[config.mk]
export PLATFORM = sky130hd
export DESIGN_NAME = mc_control_fsm
export DESIGN_NICKNAME = d
export VERILOG_FILES = /design/src/rtl/mc_control_fsm.sv
export SDC_FILE = /design/constraint.sdc
export NUM_CORES = 1
export LEC_CHECK = 0
export ABC_AREA = 1
export BUFFER_PORTS_ARGS = -buffer_cell sky130_fd_sc_hd__buf_2
export CORE_MARGIN = 2
export CORE_UTILIZATION = 57
export CTS_CLUSTER_DIAMETER = 120
export DETAILED_ROUTE_END_ITERATION = 10
export MAX_ROUTING_LAYER = met4
export PLACE_DENSITY = 0.95
export SYNTH_ARGS = -nofsm -noshare
export SYNTH_HDL_FRONTEND = slang
export SYNTH_SLANG_ARGS = --single-unit
[constraint.sdc]
create_clock -name clk -period 3.8 [get_ports clk]
set_input_delay 0.76 -clock clk [delete_from_list [all_inputs] [get_ports clk]]
set_output_delay 0.76 -clock clk [all_outputs]
set_load 0.01 [all_outputs]
[src/rtl/mc_control_fsm.sv]
// Multi-cycle control FSM for a 16-bit, 16-opcode register machine.
// It sequences instruction fetch, execute, data memory access and branch resolution.
module mc_control_fsm #(
  parameter int unsigned    DW       = 16,
  parameter int unsigned    PCW      = 16,
  parameter logic [PCW-1:0] RESET_PC = '0
) (
  input  logic           clk,
  input  logic           reset,
  output logic           mem_req,
  output logic           mem_we,
  output logic [PCW-1:0] mem_addr,
  output logic [DW-1:0]  mem_wdata,
  input  logic [DW-1:0]  mem_rdata,
  input  logic           mem_ack,
  output logic [3:0]     reg_addr_a,
  output logic [3:0]     reg_addr_b,
  output logic [3:0]     reg_addr_c,
  output logic           reg_we,
  output logic           reg_wsel,
  output logic [3:0]     alu_op,
  output logic           im_en,
  output logic [DW-1:0]  imm,
  input  logic [DW-1:0]  rd_a,
  input  logic [DW-1:0]  alu_result,
  input  logic [DW-1:0]  status,
  output logic [PCW-1:0] pc
);

  localparam logic [3:0] OpAdd  = 4'd0;
  localparam logic [3:0] OpAddi = 4'd1;
  localparam logic [3:0] OpSub  = 4'd2;
  localparam logic [3:0] OpSubi = 4'd3;
  localparam logic [3:0] OpMult = 4'd4;
  localparam logic [3:0] OpSw   = 4'd5;
  localparam logic [3:0] OpLw   = 4'd6;
  localparam logic [3:0] OpLt   = 4'd7;
  localparam logic [3:0] OpNand = 4'd8;
  localparam logic [3:0] OpDiv  = 4'd9;
  localparam logic [3:0] OpMod  = 4'd10;
  localparam logic [3:0] OpLte  = 4'd11;
  localparam logic [3:0] OpBlt  = 4'd12;
  localparam logic [3:0] OpBge  = 4'd13;
  localparam logic [3:0] OpBeq  = 4'd14;
  localparam logic [3:0] OpJump = 4'd15;

  typedef enum logic [1:0] {StFetch, StExec, StMem, StBr} state_e;

  state_e         r_state, w_state_nxt;
  logic [15:0]    r_instr, w_instr_nxt;
  logic [PCW-1:0] r_pc, w_pc_nxt;

  logic [3:0]     w_opcode, w_op1, w_op2, w_op3;
  logic [11:0]    w_jmp;
  logic [PCW-1:0] w_pc_inc, w_br_off, w_jmp_off;
  logic [3:0]     w_alu_op;
  logic           w_is_reg, w_is_imm, w_is_mem, w_is_br, w_taken;

  assign w_opcode  = r_instr[15:12];
  assign w_op1     = r_instr[3:0];
  assign w_op2     = r_instr[7:4];
  assign w_op3     = r_instr[11:8];
  assign w_jmp     = r_instr[11:0];
  assign w_pc_inc  = r_pc + PCW'(1);
  assign w_br_off  = PCW'($signed(w_op1));
  assign w_jmp_off = PCW'($signed(w_jmp));
  assign pc        = r_pc;

  // BEQ compares via SUB, so equality shows up as a zero status word.
  assign w_taken = (w_opcode == OpBeq) ? (status == '0) : (status == DW'(1));

  always_comb begin
    w_alu_op = 4'd0;
    w_is_reg = 1'b0;
    w_is_imm = 1'b0;
    w_is_mem = 1'b0;
    w_is_br  = 1'b0;
    case (w_opcode)
      OpAdd:  w_is_reg = 1'b1;
      OpAddi: w_is_imm = 1'b1;
      OpSub:  begin w_is_reg = 1'b1; w_alu_op = 4'd1; end
      OpSubi: begin w_is_imm = 1'b1; w_alu_op = 4'd1; end
      OpMult: begin w_is_reg = 1'b1; w_alu_op = 4'd2; end
      OpSw:   w_is_mem = 1'b1;
      OpLw:   w_is_mem = 1'b1;
      OpLt:   begin w_is_reg = 1'b1; w_alu_op = 4'd6; end
      OpNand: begin w_is_reg = 1'b1; w_alu_op = 4'd3; end
      OpDiv:  begin w_is_reg = 1'b1; w_alu_op = 4'd4; end
      OpMod:  begin w_is_reg = 1'b1; w_alu_op = 4'd5; end
      OpLte:  begin w_is_reg = 1'b1; w_alu_op = 4'd7; end
      OpBlt:  begin w_is_br = 1'b1; w_alu_op = 4'd6; end
      OpBge:  begin w_is_br = 1'b1; w_alu_op = 4'd7; end
      OpBeq:  begin w_is_br = 1'b1; w_alu_op = 4'd1; end
      OpJump: w_alu_op = 4'd0;
      default: w_alu_op = 4'd0;
    endcase
  end

  always_ff @(posedge clk or negedge reset) begin
    if (!reset) begin
      r_state <= StFetch;
      r_pc    <= RESET_PC;
      r_instr <= '0;
    end else begin
      r_state <= w_state_nxt;
      r_pc    <= w_pc_nxt;
      r_instr <= w_instr_nxt;
    end
  end

  always_comb begin
    w_state_nxt = r_state;
    w_pc_nxt    = r_pc;
    w_instr_nxt = r_instr;
    mem_req     = 1'b0;
    mem_we      = 1'b0;
    mem_addr    = '0;
    mem_wdata   = '0;
    reg_addr_a  = 4'd0;
    reg_addr_b  = 4'd0;
    reg_addr_c  = 4'd0;
    reg_we      = 1'b0;
    reg_wsel    = 1'b0;
    alu_op      = 4'd0;
    im_en       = 1'b0;
    imm         = '0;
    unique case (r_state)
      StFetch: begin
        // Gated by reset so the request drops the instant reset is asserted.
        mem_req  = reset;
        mem_addr = r_pc;
        if (mem_ack) begin
          w_instr_nxt = 16'(mem_rdata);
          w_state_nxt = StExec;
        end
      end
      StExec: begin
        alu_op = w_alu_op;
        if (w_is_reg || w_is_imm) begin
          reg_addr_a  = w_is_imm ? 4'd0 : w_op1;
          reg_addr_b  = w_op2;
          reg_addr_c  = w_op3;
          reg_we      = 1'b1;
          im_en       = w_is_imm;
          w_pc_nxt    = w_pc_inc;
          w_state_nxt = StFetch;
        end else if (w_is_mem) begin
          reg_addr_b  = w_op2;
          im_en       = 1'b1;
          w_state_nxt = StMem;
        end else if (w_is_br) begin
          reg_addr_a  = w_op3;
          reg_addr_b  = w_op2;
          w_state_nxt = StBr;
        end else begin
          w_pc_nxt    = r_pc + w_jmp_off;
          w_state_nxt = StFetch;
        end
      end
      StMem: begin
        alu_op     = w_alu_op;
        mem_req    = 1'b1;
        mem_addr   = PCW'(alu_result);
        reg_addr_b = w_op2;
        im_en      = 1'b1;
        if (w_opcode == OpSw) begin
          mem_we     = 1'b1;
          reg_addr_a = w_op3;
          mem_wdata  = rd_a;
        end else begin
          reg_addr_c = w_op3;
          reg_we     = mem_ack;
          reg_wsel   = mem_ack;
        end
        if (mem_ack) begin
          w_pc_nxt    = w_pc_inc;
          w_state_nxt = StFetch;
        end
      end
      StBr: begin
        alu_op      = w_alu_op;
        reg_addr_a  = w_op3;
        reg_addr_b  = w_op2;
        w_pc_nxt    = w_taken ? (r_pc + w_br_off) : w_pc_inc;
        w_state_nxt = StFetch;
      end
      default: w_state_nxt = StFetch;
    endcase
    if (im_en) imm = DW'(w_op1);
  end

endmodule

==> impl_summary.md, run 1 <==
Pwr
VDD sags by at most 0.689 mV. Of the total power, combinational logic draws 0.786. The leakage power summed over all cells is 3.24 nW. Of the total power, the share spent switching nets is 0.594. The completed layout was analyzed and its total power is 0.00631 W. The sequential cell fraction of total power is 0.147. The share of total power dissipated in the clock network is 0.067. The internal power summed over all cells is 0.00256 W. Dividing total power by cell area gives a power density of 1150 nW/um^2. For this design the total switching power over the nets is 0.00375 W.

Synth
The number of enable-type register cells in the synthesized netlist is 0. Summed over all instances, the cell type with the most area after synthesis is sky130_fd_sc_hd__nand2_1. For this run, the register share of the synthesized area comes to 0.184. Sorting the synthesized cells by how often they occur yields sky130_fd_sc_hd__nand2_1, sky130_fd_sc_hd__inv_1, sky130_fd_sc_hd__nor2_1. The most used standard cell by instance count after synthesis is sky130_fd_sc_hd__nand2_1. Synthesis produced 826 cells. The area of the mapped netlist is 4620 sq um.

The unique cell type count in the Yosys netlist is 38. The most used flip-flop cell after synthesis is sky130_fd_sc_hd__dfrtp_1. After synthesis, the share of flip-flops with an asynchronous set or reset is 1.00. The per-instance average area after synthesis is 5.59 sq um. The synthesized design contains 34 register bits. The number of warnings printed during yosys synthesis is 0. The share of the synthesized area in the top cell type is 0.189. After synthesis, the cell types taking the most area are sky130_fd_sc_hd__nand2_1, sky130_fd_sc_hd__dfrtp_1, sky130_fd_sc_hd__inv_1.

Drt
The average routed wire per standard cell is 13.8 um. The count of antenna-violating nets left after detailed routing is 0. The iteration-0 DRC count of the detailed router is 391. The post-detailed-routing wire length is 14600 um. Across all layers, the routed design uses 5805 vias. After detailed routing, the number of remaining DRC violations is 0.

Using the TritonRoute via totals, the vias-per-cell ratio works out to 5.46. The total iterations of the first detailed-routing run is 7.

Floorplan
The die is 94.0 um tall. The floorplan row count is 32. The total area inside the core boundary comes to 7810 sq um. The width of the chip is 94.0 um. The I/O pin count is 152. The die covers 8840 sq um. The initial utilization of the core area, before any placement, comes to 0.592.

Setup path
For the worst setup path, the data required time is 3.04 ns. The critical path is of the reg -> out type. Along the worst path, the maximum fanout reaches 11. The kind of end point of the critical path is an output pin. The number of cells on the worst reg-to-reg path is 8.

Data arrives at the worst endpoint at 2.77 ns. The nature of the critical path startpoint is a flip-flop.

GRT
The via count of the first global-routing pass was 5224. The wire length of the first global-routing pass is 23400 um. The initial antenna violation count is 0.

Entering global routing, the biggest net connects 35 pins. The final global-route overflow total is 0. The global-route total usage across every layer is 0.341.

Placement
The global placer's final weighted congestion is 1.02. The total half-perimeter wirelength after legalization and detailed placement is 11600 um. The count of port buffers added during placement is 138.

Timing
In the finished design, the share of the clock period the worst path needs comes to 0.929. In the final timing run, aggregate negative setup slack is 0 ns. Setup violations remaining at the end of the flow were counted as 0.

The transition time of the tightest slew-check pin is 1.11 ns. The count of final max-slew check failures is 0. The number of hold-slack violations in the final timing report was 0. Setup repair after global routing left no endpoint under its margin.

The worst-case headroom to the max-slew limit is 0.252. The post-route clock skew is 0.00920 ns. The highest achievable clock rate is 0.283 GHz.

The final critical delay including setup and external delays is 3.53 ns.

Final layout
The layout has 702 filler cells. The fraction of layout instances using a drive strength above 1 is 0.174. The net count reported at finish is 1060. The number of antenna diodes in the final layout is 0. The sequential cells in the finished layout cover a total of 851 sq um. The post-synthesis to final-layout area growth is 18.6%. The area of the multi-input gates is 3140 sq um.

CTS
TritonCTS built the clock tree. Counting along the longest clock path gives a buffer depth of 2. Once the clock tree was built, the resizer swapped 0 gates to a different size. For the worst-skew pair, the clock arrives at the later sink with an insertion delay of 0.30 ns. In this run, CTS created clock tree buffers numbering 5. The H-tree generated during clock tree synthesis spans 2 levels. The clock sink total is 34. The post-CTS setup buffer count is 0. Clock tree synthesis selected as its root buffer the cell sky130_fd_sc_hd__clkbuf_8. After clock tree synthesis, the clock-pin slew on the worst setup and hold paths is 0.08 ns. Buffers inserted to repair hold after CTS numbered 0.

Outcome
The run finished with clean final reports.

Hold path
The class of the tightest hold or removal check is in -> async.

Run
The tool flagged a number of max-cap violations equal to 0.
[registers in the layout, summed over array words and instances, names as in the netlist]
signal	count
pc	16
r_instr	16
r_state	2
[worst max-delay path, stage by stage, from the launching register on]
cell,delay [ns]
sky130_fd_sc_hd__dfrtp_1,0.42
sky130_fd_sc_hd__inv_1,0.10
sky130_fd_sc_hd__ha_1,0.37
sky130_fd_sc_hd__nor2_1,0.28
sky130_fd_sc_hd__inv_1,0.11
sky130_fd_sc_hd__o311ai_0,0.92
sky130_fd_sc_hd__nor2_1,0.09
sky130_fd_sc_hd__buf_2,0.18
[worst paths after layout]
path                                 start             to  slack, ns
min in group clk                r_instr[5]     r_instr[5]       0.58
worst max-delay path            r_state[0]  reg_addr_b[0]       0.27
worst min register to register  r_instr[5]     r_instr[5]       0.58
worst min-delay path                 reset         pc[14]       0.55
worst max register to register  r_state[0]          pc[5]       1.14
max in group asynchronous            reset          pc[8]       2.91
[cell type report]
cell class,instances,area share
clock buffers,5,0.0126
clock inverters,3,0.0126
inverters,137,0.0940
multi-input cells,641,0.572
flip-flops and latches,34,0.155
well taps,102,0.0233
repair buffers,141,0.130
[layout by cell type, fill, tap and decap left out, drive strengths merged, types with 8 or more instances in the layout]
cell,n
nand2,239
buf,141
inv,136
nor2,133
nand3,72
a21oi,59
o21ai,37
dfrtp,34
ha,32
conb,13
nand4,10
nor3,8
[cell families after synthesis]
family | after synthesis | share of synthesized area
flip-flops | 34 | 0.184
buffers and inverters | 163 | 0.147
other | 1 | 0.000812
AND/OR/NAND/NOR | 474 | 0.430
XOR/XNOR | 10 | 0.0190
AO/OA/AOI/OAI | 111 | 0.129
adder cells (fa/ha/maj) | 33 | 0.0910
[power by group through the flow]
stage | sequential (W) | clock [W] | combinational (W)
finish | 0.000930 | 0.000422 | 0.00496
global route | 0.000951 | 0.000441 | 0.00557
CTS | 0.000910 | 0.000417 | 0.00486
detailed placement | 0.000916 | 0 | 0.00482
global placement | 0.000913 | 0 | 0.00470
floorplan | 0.000827 | 0 | 0.00363
[through the flow]
step           worst slack [ns]  instance area, sq um  cells   util  hold WS, ns
6_report                  0.269                  5480   1063  0.702        0.549
5_1_grt                  0.0858                  5480   1063  0.702        0.580
4_1_cts                   0.315                  5480   1063  0.702        0.569
3_5_place_dp              0.682                  5340   1055  0.684        0.561
3_3_place_gp              0.771                  5340   1055  0.684        0.566
2_1_floorplan              1.42                  4670    838      -        0.464
[metal layers]
| metal | track usage | vias up | routed length, um |
|---|---|---|---|
| met3 | 0.0610 | 59 | 1430 |
| met2 | 0.555 | 333 | 6800 |
| met1 | 0.415 | 2555 | 5860 |
| li1 | - | 2858 | - |
| met4 | 0.150 | 0 | 546 |
| met5 | - | - | 0 |
Power figures use the tool's default switching activity.
==> inputs of run 2 (changes only) <==
- CORE_UTILIZATION: 57 -> 45
- PLACE_DENSITY: 0.95 -> 0.8
==> impl_summary.md, run 2 (synthesized netlist as in run 1, its figures left out) <==
Outcome
The run finished with clean final reports.

Timing
The total negative slack is 0 ns. The final worst setup slack is 0.392 ns. Setup violations remaining at the end of the flow were counted as 0. Dividing the final minimum period by the clock period gives 0.897.

Static timing analysis puts the maximum clock frequency at 0.293 GHz. The count of final max-slew check failures came to 0. At the pin with the least slew margin, the transition time is 0.950 ns.

Setup repair after global routing left no endpoint under its margin. The number of hold-slack violations in the final timing report came to 0. The worst path in the final design needs a cycle of 3.41 ns, including I/O delays and setup. The post-route clock skew is 0.00741 ns. The worst pin sits at a relative slew slack of 0.365.

Floorplan
The die height is 105 um. The width of the chip is 105 um. The placeable core region is 9860 sq um. The effective utilization at floorplan is 0.468. In this run the count of I/O pins placed on the die edge is 152. The initialized floorplan defines 36 standard-cell rows.

The die covers 11100 sq um.

CTS
At the later pin of the worst-skew pair, clock insertion delay measures 0.30 ns. The clock root buffer is sky130_fd_sc_hd__clkbuf_8. TritonCTS built the clock tree.

The CTS clock-pin slew for the worst setup and hold paths is 0.09 ns. The clock passes through at most 2 buffers. In this run, post-CTS hold repair placed 0 buffers. The clock buffer count from CTS is 5. The post-CTS setup buffer count is 0. The H-tree generated during clock tree synthesis spans 2 levels. The number of gates given a new drive strength after cts is 0. The clock sink total is 34.

Final layout
In the layout the commonest cells are sky130_fd_sc_hd__nand2_1, sky130_fd_sc_hd__buf_2, sky130_fd_sc_hd__inv_1, sky130_fd_sc_hd__nor2_1, sky130_fd_sc_hd__nand3_1. Leaving out fill and tap cells, the most frequent cell in the layout is sky130_fd_sc_hd__nand2_1. The antenna diode count is 0.

The net count reported at finish is 1060. In the final layout, the share of cells above drive strength 1 is 0.174. Relative to the synthesized area, the layout overhead comes to 19.5%.

Setup path
The slowest stage of the critical path is the sky130_fd_sc_hd__ha_1 cell. Traced cell by cell, the critical path runs through inv_1 -> ha_1 -> inv_1 -> nor2_1 -> o21ai_0 -> nor2_1 -> buf_2. The setup path with the least slack is of type reg -> out.

The peak per-stage delay on the critical path is 0.71 ns. In this run the worst path has a maximum fanout of 23. On the critical path the largest part of the delay comes from adder cells.

The data arrival time at the worst-slack endpoint is 2.65 ns. The worst setup path is captured at an output pin. The number of buffer and inverter stages on the critical path is 3.

The data required time at the worst endpoint is 3.04 ns. The worst setup path is launched from a flip-flop.

GRT
The initial antenna violation count is 0. The via count of the first global-routing pass is 5138. The wire length of the first global-routing pass is 24100 um. Entering global routing, the biggest net connects 35 pins.

After global routing the overflow that remains totals 0. In the global route stage, overall resource usage came out at 0.271.

Drt
The count of antenna-violating nets left after detailed routing is 0. In the final routed layout, each cell accounts on average for 13.6 um. For this block, the initial DRC count from the detailed router was 413.

The detailed router placed 5647 vias in this run. The post-detailed-routing wire length is 14900 um. The remaining design rule violation count is 0. The total iterations of the first detailed-routing run is 6. In the routed layout, each cell is associated on average with a via count of 5.16.

Hold path
In this run the worst hold path is classified as reg -> reg.

Pwr
For this design the ratio of total power to cell area is 1140 nW/um^2. IR analysis of the VDD net gives a maximum drop of 0.507 mV. The leakage power summed over all cells is 3.24 nW. The design draws 0.00628 W.

Placement
The count of port buffers added during placement is 138. Routability-driven placement finished with a final weighted congestion of 0.972. OpenSTA, run right after detailed placement, puts the worst setup slack at 0.768 ns. The total half-perimeter wirelength after legalization and detailed placement is 12000 um.

Run
The number of maximum-capacitance violations is 0.
## run 2: cell counts in the layout (fill, tap and decap cells not counted)
Identical to the previous run, type by type.
## run 2: worst paths after layout
kind	slack (ns)	endpoint	cells past startpoint	startpoint
setup / recovery	0.39	reg_addr_c[2]	7	r_state[0]
hold / removal	0.58	r_instr[7]	2	r_instr[7]
max in group asynchronous	2.87	pc[3]	2	reset
hold reg to reg	0.58	r_instr[7]	2	r_instr[7]
min in group asynchronous	0.59	pc[11]	2	reset
setup reg to reg	0.97	pc[5]	8	r_state[0]
## run 2: per-layer routing
layer | GRT usage | wire length [um]
met2 | 0.444 | 6780
met1 | 0.353 | 6540
met3 | 0.0427 | 1230
met4 | 0.0619 | 299
met5 | - | 0
## run 2: power breakdown
group          internal, W  leakage [nW]  switching (W)
logic              0.00175          2.79        0.00318
registers         0.000558         0.379       0.000371
clock network     0.000263        0.0683       0.000160
total              0.00257          3.24        0.00371
## run 2: per-stage QoR
stage	hold slack, ns	cell area [sq um]	util	cells
floorplan	0.464	4670	-	838
global placement	0.544	5380	0.546	1086
detailed placement	0.565	5380	0.546	1086
CTS	0.578	5520	0.560	1094
global route	0.602	5520	0.560	1094
finish	0.577	5520	0.560	1094
## run 2: area by class of cell
| class | instances | area [sq um] |
|---|---|---|
| inverters | 137 | 515 |
| clock inverters | 3 | 68.8 |
| well taps | 133 | 166 |
| multi-input cells | 641 | 3140 |
| clock buffers | 5 | 68.8 |
| fillers | 1052 | 4340 |
| repair buffers | 141 | 713 |
| flip-flops and latches | 34 | 851 |
## run 2: worst min-delay path, stage by stage, from the launching register on
cell and delay [ns]:
sky130_fd_sc_hd__dfrtp_1 0.40, sky130_fd_sc_hd__inv_1 0.08, sky130_fd_sc_hd__a21oi_1 0.06
